==> config.mk <==
export PLATFORM = sky130hd
export DESIGN_NAME = score_controller
export DESIGN_NICKNAME = d
export VERILOG_FILES = /design/src/rtl/score_controller.sv
export SDC_FILE = /design/constraint.sdc
export NUM_CORES = 1
export LEC_CHECK = 0
export CORE_UTILIZATION = 56
export DETAILED_ROUTE_END_ITERATION = 10
export PLACE_DENSITY = 0.84
export SYNTH_ARGS = -nofsm -noshare
export SYNTH_HDL_FRONTEND = slang
export SYNTH_SLANG_ARGS = --single-unit
==> constraint.sdc <==
create_clock -name clk -period 3.1 [get_ports clk]
set_input_delay 0.62 -clock clk [delete_from_list [all_inputs] [get_ports clk]]
set_output_delay 0.62 -clock clk [all_outputs]
set_load 0.05 [all_outputs]
==> src/rtl/score_controller.sv <==
// score_controller: game-state and scoring stage for the pong pipeline.
// Watches the ball x position on each frame tick, credits the player on the
// opposite side when the ball reaches a goal line, holds play for a serve
// delay between points, and reports scores, game-over and the winner.
module score_controller #(
  parameter int HOR_PIXELS  = 1024,
  parameter int BALL_SIZE   = 15,
  parameter int EDGE_MARGIN = 8,
  parameter int WIN_SCORE   = 9,
  parameter int SERVE_TICKS = 120
) (
  input  logic        clk,
  input  logic        rst,
  input  logic        timing_tick,
  input  logic        start_btn,
  input  logic [10:0] x_ball,
  output logic        still_graphic,
  output logic [3:0]  score_left,
  output logic [3:0]  score_right,
  output logic        game_over,
  output logic        winner
);

  typedef enum logic [1:0] {IDLE, SERVE, PLAY, OVER} state_t;

  localparam logic [10:0] LEFT_LIMIT  = 11'(EDGE_MARGIN);
  localparam logic [10:0] RIGHT_LIMIT = 11'(HOR_PIXELS - BALL_SIZE - EDGE_MARGIN);
  localparam logic [3:0]  WIN_VALUE   = 4'(WIN_SCORE);
  localparam logic [7:0]  SERVE_LOAD  = 8'(SERVE_TICKS);

  state_t      state;
  logic [7:0]  serve_cnt;
  logic        start_prev;
  logic        start_rise;
  logic        left_goal;
  logic        right_goal;
  logic [3:0]  right_next;
  logic [3:0]  left_next;

  // Left-goal test wins if both ever held; they cannot for legal parameters.
  assign start_rise = start_btn & ~start_prev;
  assign left_goal  = (x_ball <= LEFT_LIMIT);
  assign right_goal = ~left_goal & (x_ball >= RIGHT_LIMIT);
  assign right_next = score_right + 4'd1;
  assign left_next  = score_left + 4'd1;

  // Remember the previous start level so a held button restarts only once.
  // NOTE: sequential state uses non-blocking assignments so every register
  // samples pre-edge values regardless of statement order.
  always_ff @(posedge clk or posedge rst) begin
    if (rst) start_prev <= 1'b0;
    else     start_prev <= start_btn;
  end

  // Game FSM with registered outputs: serve hold, goal detection, win check.
  always_ff @(posedge clk or posedge rst) begin
    if (rst) begin
      state         <= IDLE;
      serve_cnt     <= 8'd0;
      still_graphic <= 1'b1;
      score_left    <= 4'd0;
      score_right   <= 4'd0;
      game_over     <= 1'b0;
      winner        <= 1'b0;
    end else begin
      case (state)
        IDLE: begin
          still_graphic <= 1'b1;
          score_left    <= 4'd0;
          score_right   <= 4'd0;
          game_over     <= 1'b0;
          if (start_rise) begin
            serve_cnt <= SERVE_LOAD;
            state     <= SERVE;
          end
        end

        SERVE: begin
          if (timing_tick) begin
            serve_cnt <= serve_cnt - 8'd1;
            if (serve_cnt == 8'd1) begin
              still_graphic <= 1'b0;
              state         <= PLAY;
            end
          end
        end

        PLAY: begin
          if (timing_tick && (left_goal || right_goal)) begin
            // Freeze on the same edge as the score update.
            still_graphic <= 1'b1;
            if (left_goal) begin
              score_right <= right_next;
              if (right_next == WIN_VALUE) begin
                winner    <= 1'b1;
                game_over <= 1'b1;
                state     <= OVER;
              end else begin
                serve_cnt <= SERVE_LOAD;
                state     <= SERVE;
              end
            end else begin
              score_left <= left_next;
              if (left_next == WIN_VALUE) begin
                winner    <= 1'b0;
                game_over <= 1'b1;
                state     <= OVER;
              end else begin
                serve_cnt <= SERVE_LOAD;
                state     <= SERVE;
              end
            end
          end
        end

        OVER: begin
          still_graphic <= 1'b1;
          if (start_rise) begin
            score_left  <= 4'd0;
            score_right <= 4'd0;
            game_over   <= 1'b0;
            serve_cnt   <= SERVE_LOAD;
            state       <= SERVE;
          end
        end

        default: state <= IDLE;
      endcase
    end
  end

endmodule

After elaboration in Yosys (flattened, before gate mapping)
Cells that the tools add are included.
W data, S select, Z words.
- register bits after elaboration: 22
- output and inout bits: 11
- logic and storage cells: 82
- add/subtract/negate cells: 3
- $lt $le $gt $ge: 2
- eq/ne operators: 18
- muxes and demuxes: 34
- bitwise logic cells: 4
- reductions and logical operators: 13
- operator list (cell ; number):
    $mux W8 ; 6
    $pmux W4 S3 ; 2
    $pmux W8 S3 ; 1
    $mux W4 ; 5
    $reduce_and A4 Y1 ; 4
    $mux W2 ; 7
    $ne A2 B2 Y1 const B ; 6
    $ne A3 B3 Y1 const B ; 4
    $ge A11 B10 Y1 const B ; 1
    $le A11 B4 Y1 const B ; 1
    $mux W1 ; 10
    $reduce_and A5 Y1 ; 2
    $add A4 B1 Y4 const B ; 2
    $eq A4 B4 Y1 const B ; 2
    $eq A8 B1 Y1 const B ; 1
    $sub A8 B1 Y8 const B ; 1
    $pmux W1 S3 ; 2
    $pmux W2 S3 ; 1
    $eq A2 B2 Y1 const B ; 2
    $ne A2 B1 Y1 const B ; 2
    $reduce_and A3 Y1 ; 1
    $reduce_bool A3 Y1 ; 1
    $and A1 B1 Y1 ; 2
    $eq A2 B1 Y1 const B ; 1
    other kinds (6) ; 7

Longest topological paths before layout
Gate-level depths: netlist of the first run.
- depth in word-level cells: 7
- mapped depth: 8

Least setup slack after synthesis of the first run
OpenSTA, ideal clock, no wires.
- path type: in2reg
- start: in x_ball[7]
- end: reg serve_cnt[6]
- arrival time: 1.876 ns
- slack: 1.091 ns
- stages: 7
- buffers on the path: 1
- cells stage by stage: nor4_2 nand3_1 nand4_2 and3_1 buf_2 and3_1 a31oi_1
- cells in the longest elaborated chain, start to end: 7
- elaborated cells between the ends (all ways): 13
- classes of those cells: order compare (2); eq/ne (3); mux (3); bitwise (2); reduce/logical (3)
- RTL lines (element ; line ; RTL):
    start, declared ; 16 ; input logic [10:0] x_ball,
    $le A11 B4 Y1 ; 42 ; assign left_goal = (x_ball <= LEFT_LIMIT);
    $not A1 Y1 ; 43 ; assign right_goal = ~left_goal & (x_ball >= RIGHT_LIMIT);
    $and A1 B1 Y1 ; 43 ;
    $logic_or A1 B1 Y1 ; 89 ; if (timing_tick && (left_goal || right_goal)) begin
    $logic_and A1 B1 Y1 ; 89 ;
    $ne A2 B2 Y1 (no source line) ; -- ;
    $reduce_and A5 Y1 (no source line) ; -- ;
    end signal, assigned ; 80 ; serve_cnt <= serve_cnt - 8'd1;
    end, declared ; 32 ; logic [7:0] serve_cnt;
Parallel ways exist; a longest one is shown, timed or not. The select of a mux whose other input is x is not followed.
A chain may end at the register's enable or synchronous reset.

Worst setup path after layout of the first run
- start: in x_ball[7]
- end: reg state[1]
- cells in the longest elaborated chain, start to end: 7
- elaborated cells between the ends (all ways): 11
- classes of those cells: order compare (2); eq/ne (1); mux (3); bitwise (2); reduce/logical (3)
- RTL lines (element ; line ; RTL):
    $le A11 B4 Y1 ; 42 ;
    $not A1 Y1 ; 43 ;
    $and A1 B1 Y1 ; 43 ;
    $logic_or A1 B1 Y1 ; 89 ;
    $logic_and A1 B1 Y1 ; 89 ;
    $ne A2 B2 Y1 (no source line) ; -- ;
    $reduce_and A4 Y1 (no source line) ; -- ;
    end signal, assigned ; 83 ; state <= PLAY;
    end signal, assigned ; 97 ; state <= OVER;
    end signal, assigned ; 100 ; state <= SERVE;
    end, declared ; 31 ; state_t state;
Parallel ways exist; a longest one is shown, timed or not. The select of a mux whose other input is x is not followed.

==> flow_summary.json, run 1 <==
{
  "die-width_um": 53.5,
  "r2r-end": "serve_cnt[5]$_DFFE_PP0P_",
  "max_freq_mhz": 411,
  "critPathRequiredTime_ns": 3.31,
  "ys_warn_count": 0,
  "synth_edf_count": 0,
  "maxCapViolations": 0,
  "crit_top_cell": "nand3_1",
  "synth_most_common_cell": "dfrtp_1",
  "ys_top_cells_by_area": "dfrtp_1, ha_1, a31oi_1",
  "fp-row-count": 18,
  "min_period_over_period_pct": 78.4,
  "drc_errors": 0,
  "hold_ws_ns": 0.497,
  "syn_inst": 162,
  "io_buffers": 25,
  "min_from": "still_graphic$_DFFE_PP1P_",
  "cp.arrival_ns": 2.65,
  "finClkSkew_ns": 0.00482,
  "ys_seq_area_share_pct": 37.2,
  "initial_core_util_pct": 59.4,
  "finalMaxSlewViolations": 0,
  "ys_types": 45,
  "cts_setup_buffers": 0,
  "die-area_mm2": 0.00286,
  "ys_async_sr_fraction_pct": 100,
  "multi_input_area_um2": 857,
  "irDropWorstVdd_v": 0.000743,
  "first_iter_violations": 47,
  "power_density_mw_per_mm2": 752,
  "cts_hold_buf": 0,
  "endpoint_kind": "register",
  "grt_pass1_wl_um": 5230,
  "routed-via-count": 1322,
  "syn_area_mm2": 0.00148,
  "slowest_stage": "clkdlybuf4s50_1",
  "start_kind": "input pin",
  "regArea_um2": 552,
  "synth_fp_nets": 187,
  "timing.rr.start": "state[0]$_DFFE_PP0P_",
  "antenna_found_initial": 0,
  "grt_pass1_vias": 1168,
  "holdPathStages": 2,
  "clk_path_buf_depth": 2,
  "cts.sinks": 22,
  "firstDrtPassIters": 4,
  "drive_gt1_share_pct": 6.99,
  "core_area_mm2": 0.00250,
  "grt_overflow_total": 0,
  "criticalPathCategory": "in2reg",
  "power_switching_share_pct": 44.5,
  "avgSynthCellArea_um2": 9.16,
  "finalNetCount": 212,
  "cts_root_buffer": "clkbuf_4",
  "fin_util_pct": 72.2,
  "hold_viol": 0,
  "numCtsBuffers": 3,
  "critPathMaxFanout": 13,
  "fillers": 200,
  "min_to": "still_graphic$_DFFE_PP1P_",
  "cp.depth": 7,
  "max_slew_margin_pct": 43.4,
  "clk_latency_ns": 0.32,
  "ff2ff_setup_slack_ns": 0.87,
  "yosysTopAreaCell": "dfrtp_1",
  "hpwl_um": 2360,
  "clockPowerShare_pct": 16.8,
  "clk_pin_slew_ns": 0.13,
  "drtAntennaViolNets": 0,
  "cts_repair_resize_count": 0,
  "slowest_delay_ns": 0.43,
  "cts_tree": "built",
  "grt_usage_pct": 25.8,
  "power_frac_comb_pct": 52.0,
  "hp-class": "reg2reg",
  "p_sw_uw": 604,
  "finalSetupViolCount": 0,
  "die_h_um": 53.5,
  "critPathTopFamily": "simple AND/OR/NAND/NOR gates",
  "wl_per_cell_um": 14.9,
  "status": "finished clean",
  "internal-power_uw": 754,
  "ff2ff_path_depth": 6,
  "p_leak_uw": 0.000738,
  "ys_ff_latch": 22,
  "netlist.area_leader.share_pct": 35.4,
  "power_frac_seq_pct": 31.3,
  "cp-startpoint": "x_ball[7]",
  "h-tree-depth": 1,
  "wirelength_um": 3230,
  "syn_to_final_growth_pct": 21.7,
  "via_per_inst": 6.12,
  "synthTopCellsByCount": "dfrtp_1, nand2_1, inv_1",
  "num_io_pins": 26,
  "min_period_ns": 2.43,
  "rsz0062_at_grt": "false",
  "place.gp.congestion": 0.801,
  "antenna-diode-count": 0,
  "power_uw": 1360,
  "grt_max_degree": 23,
  "worst_slew_pin_slew_ns": 0.848,
  "synth_flop_cell": "dfrtp_1",
  "path_cells": "clkdlybuf4s50_1 -> nor4_2 -> nand3_1 -> nand3_1 -> o22a_1 -> o21ai_0 -> mux2_1",
  "path_buf_inv": 1,
  "tns_ns": 0
}
[routing by layer]
metal  wire length [um]  track usage, %
met3                180            2.87
met1               1480            35.2
met4                 53            10.1
met5                  0               0
met2               1510            41.0
[power groups by stage]
stage	Sequential, uW	Clock [uW]	Combinational, uW
2_1_floorplan	477	0	486
3_3_place_gp	423	0	674
3_5_place_dp	430	0	700
4_1_cts	423	230	707
5_1_grt	434	240	785
6_report	425	228	706
[flip-flops by register name, summed over array words and instances, names as in the netlist]
register and flops:
winner 1, still_graphic 1, state 2, game_over 1, start_prev 1, score_right 4
score_left 4, serve_cnt 8
[area by class of cell]
cell class	instances	share of cell area, %
repair buffers	26	14.3
clock inverters	1	1.66
inverters	13	2.70
clock buffers	3	1.25
well taps	30	2.08
multi-input cells	121	47.5
flip-flops and latches	22	30.6
[how the worst max path moves through the flow]
stage	to	slack (ns)
global placement	state[1]$_DFFE_PP0P_	0.45
detailed placement	state[1]$_DFFE_PP0P_	0.36
finish	state[1]$_DFFE_PP0P_	0.67
CTS	score_left[2]$_DFFE_PP0P_	0.69
global route	state[1]$_DFFE_PP0P_	0.51
floorplan	serve_cnt[6]$_DFFE_PP0P_	1.09
[placed cells by master, fill, tap and decap left out, types with 2 or more instances in the layout]
| master | n |
|---|---|
| nand4_1 | 2 |
| o22a_1 | 2 |
| o21ai_0 | 12 |
| nor3_1 | 5 |
| nand2b_1 | 7 |
| ha_1 | 10 |
| mux2i_1 | 3 |
| and3_1 | 3 |
| or3_1 | 3 |
| a31oi_1 | 10 |
| clkbuf_4 | 3 |
| o22ai_1 | 3 |
| nor2_1 | 2 |
| nand3_1 | 10 |
| nor3b_1 | 2 |
| a22o_1 | 4 |
| dfrtp_1 | 21 |
| nand2_1 | 16 |
| and2_1 | 2 |
| xnor2_1 | 2 |
| inv_1 | 13 |
| a21oi_1 | 2 |
| clkdlybuf4s50_1 | 25 |
[stage by stage]
step	std cells	cell area, um^2	worst slack (ns)
after floorplan	162	1480	1.09
after global placement	212	1750	0.445
after detailed placement	212	1750	0.363
after CTS	216	1810	0.691
after global routing	216	1810	0.512
final	216	1810	0.668
[worst register-to-register path, stage by stage (launching register included)]
cell,delay (ns)
dfrtp_1,0.44
inv_1,0.10
ha_1,0.57
nand4_2,0.24
and3_1,0.35
and3_1,0.27
a31oi_1,0.19
[cell families (layout without fill, tap and decap cells)]
family                     after synthesis  after routing  share of synthesized area, %
and+or+nand+nor                         60             60                          22.9
buffers and inverters                   19             43                          5.06
adders and majority gates               10             10                          8.43
AOI/OAI and AO/OA                       45             45                          22.4
DFF                                     22             22                          37.2
muxes                                    4              4                          2.78
xor gates and xnor gates                 2              2                          1.18
(Power assumes the default switching activity.)
==> run 2, diff against run 1 <==
--- a/config.mk
+++ b/config.mk
@@ -5,9 +5,9 @@
 export SDC_FILE = /design/constraint.sdc
 export NUM_CORES = 1
 export LEC_CHECK = 0
-export CORE_UTILIZATION = 56
+export CORE_UTILIZATION = 47
 export DETAILED_ROUTE_END_ITERATION = 10
-export PLACE_DENSITY = 0.84
+export PLACE_DENSITY = 0.75
 export SYNTH_ARGS = -nofsm -noshare
 export SYNTH_HDL_FRONTEND = slang
 export SYNTH_SLANG_ARGS = --single-unit
==> constraint.sdc (replaced) <==
create_clock -name clk -period 2.15 [get_ports clk]
set_input_delay 0.43 -clock clk [delete_from_list [all_inputs] [get_ports clk]]
set_output_delay 0.43 -clock clk [all_outputs]
set_load 0.05 [all_outputs]
==> run 2 against run 1 <==
Net effect: critical path depth is 2 lower; critical endpoint unchanged; register-to-register slack worse by 0.84 ns; combinational power increased by 71%; routed wire length increased by 5.5%; final area is 5.9% higher; worst hold slack worse by 0.11 ns; core utilization decreased by 9.1 points; final cell count increased by 13%; highest routed layer unchanged; largest cell class unchanged; power is 49% higher; via count increased by 5.7%; sequential share of layout area shrank 1.7 points; first-iteration DRC count increased by 21%.
==> flow_summary.json, run 2 (synthesized netlist as in run 1, its figures left out) <==
{
  "status": "finished clean",
  "hp-class": "in2async",
  "clk_pin_slew_ns": 0.13,
  "ff2ff_setup_slack_ns": 0.03,
  "cts_root_buffer": "clkbuf_4",
  "p_leak_uw": 0.000814,
  "worst_slew_pin_slew_ns": 0.502,
  "io_buffers": 25,
  "drt-met1-wl_um": 1630,
  "critPathRequiredTime_ns": 2.35,
  "grt_usage_pct": 22.9,
  "r2r-end": "state[1]$_DFFE_PP0P_",
  "die-area_mm2": 0.00339,
  "numCtsBuffers": 3,
  "endpoint_kind": "register",
  "mostFrequentLayoutCells": "clkdlybuf4s50_1, dfrtp_1, nand2_1, buf_4, inv_1",
  "min_period_over_period_pct": 98.4,
  "first_iter_violations": 57,
  "finalSetupViolCount": 0,
  "max_flop_register": "serve_cnt",
  "critPathTopFamily": "simple AND/OR/NAND/NOR gates",
  "timing.rr.start": "serve_cnt[4]$_DFFE_PP0P_",
  "criticalPathCategory": "reg2reg",
  "die_h_um": 58.2,
  "clk_latency_ns": 0.30,
  "max_freq_mhz": 473,
  "wl_met3_um": 110,
  "place.gp.congestion": 0.783,
  "clk_path_buf_depth": 2,
  "h-tree-depth": 1,
  "cts_setup_buffers": 0,
  "syn_to_final_growth_pct": 28.8,
  "grt_pass1_wl_um": 6070,
  "placed_area_mm2": 0.00188,
  "drc_errors": 0,
  "hold_ws_ns": 0.385,
  "grt_pass1_vias": 1413,
  "core_area_mm2": 0.00303,
  "power_density_mw_per_mm2": 1060,
  "antenna_found_initial": 0,
  "pre_cts_ws_ns": -0.222,
  "start_kind": "register",
  "finalMaxSlewViolations": 0,
  "design_area_mm2": 0.00191,
  "hpwl_um": 2740,
  "reg.largest.list": "serve_cnt: 8 flops, score_left: 4 flops, score_right: 4 flops",
  "antenna-diode-count": 0,
  "cts.sinks": 22,
  "irDropWorstVdd_v": 0.000776,
  "grt_overflow_total": 0,
  "grt_max_degree": 15,
  "path_buf_inv": 0,
  "drive_gt1_share_pct": 13.4,
  "fin_ws_ns": 0.0339,
  "initial_core_util_pct": 49.0,
  "wl_per_cell_um": 13.9,
  "num_io_pins": 26,
  "via_per_inst": 5.70,
  "rsz0062_at_grt": "false",
  "wirelength_um": 3400,
  "cts_repair_resize_count": 0,
  "ff2ff_path_depth": 5,
  "path_cells": "or4_4 -> o41ai_4 -> nand3_2 -> a21oi_4 -> mux2_1",
  "max_slew_margin_pct": 66.5,
  "met2_length_um": 1620,
  "cts_hold_buf": 0,
  "firstDrtPassIters": 4,
  "slowest_stage": "or4_4",
  "top_layer_used": "met4",
  "maxCapViolations": 0,
  "min_period_ns": 2.12,
  "finClkSkew_ns": 0.00536,
  "cts_tree": "built",
  "hold_viol": 0,
  "routed-via-count": 1397,
  "critPathMaxFanout": 5,
  "cp.arrival_ns": 2.32,
  "die-width_um": 58.2,
  "power_uw": 2020,
  "final_common_cell": "clkdlybuf4s50_1",
  "finalNetCount": 227,
  "fp-row-count": 20,
  "drtAntennaViolNets": 0,
  "slowest_delay_ns": 0.56,
  "largest_reg_flops": 8
}
run 2: worst max-delay path by stage:
stage                          startpoint                    to  depth (start not counted)
4_1_cts        score_right[0]$_DFFE_PP0P_        score_right[0]                          1
3_3_place_gp                    x_ball[7]  state[1]$_DFFE_PP0P_                          8
5_1_grt          serve_cnt[4]$_DFFE_PP0P_  state[1]$_DFFE_PP0P_                          5
2_1_floorplan    serve_cnt[3]$_DFFE_PP0P_  state[1]$_DFFE_PP0P_                          5
6_report         serve_cnt[4]$_DFFE_PP0P_  state[1]$_DFFE_PP0P_                          5
3_5_place_dp                    x_ball[7]  state[1]$_DFFE_PP0P_                          8
run 2: through the flow:
step	setup TNS (ns)	utilization, %	std cells
after CTS	0	63.1	245
after floorplan	0	-	162
after global routing	0	63.1	245
after global placement	-1.13	62.2	241
after detailed placement	-2.44	62.2	241
final	0	63.1	245
run 2: per-layer routing:
metal / GRT usage (%) / vias to the layer above
li1: - / 674
met4: 5.44 / 0
met3: 2.90 / 6
met5: 0 / -
met1: 29.6 / 676
met2: 40.7 / 41
run 2: final cells by class:
class / instances / area [um^2]
inverters: 13 / 48.8
multi-input cells: 121 / 857
clock buffers: 4 / 26.3
repair buffers: 41 / 373
flip-flops and latches: 22 / 552
well taps: 44 / 55.1
fillers: 277 / 1120
run 2: where the power goes:
part	internal [uW]	total, uW	switching, uW
registers	510	606	95.9
logic	528	1210	686
clock network	72.2	198	126
total	1110	2020	908
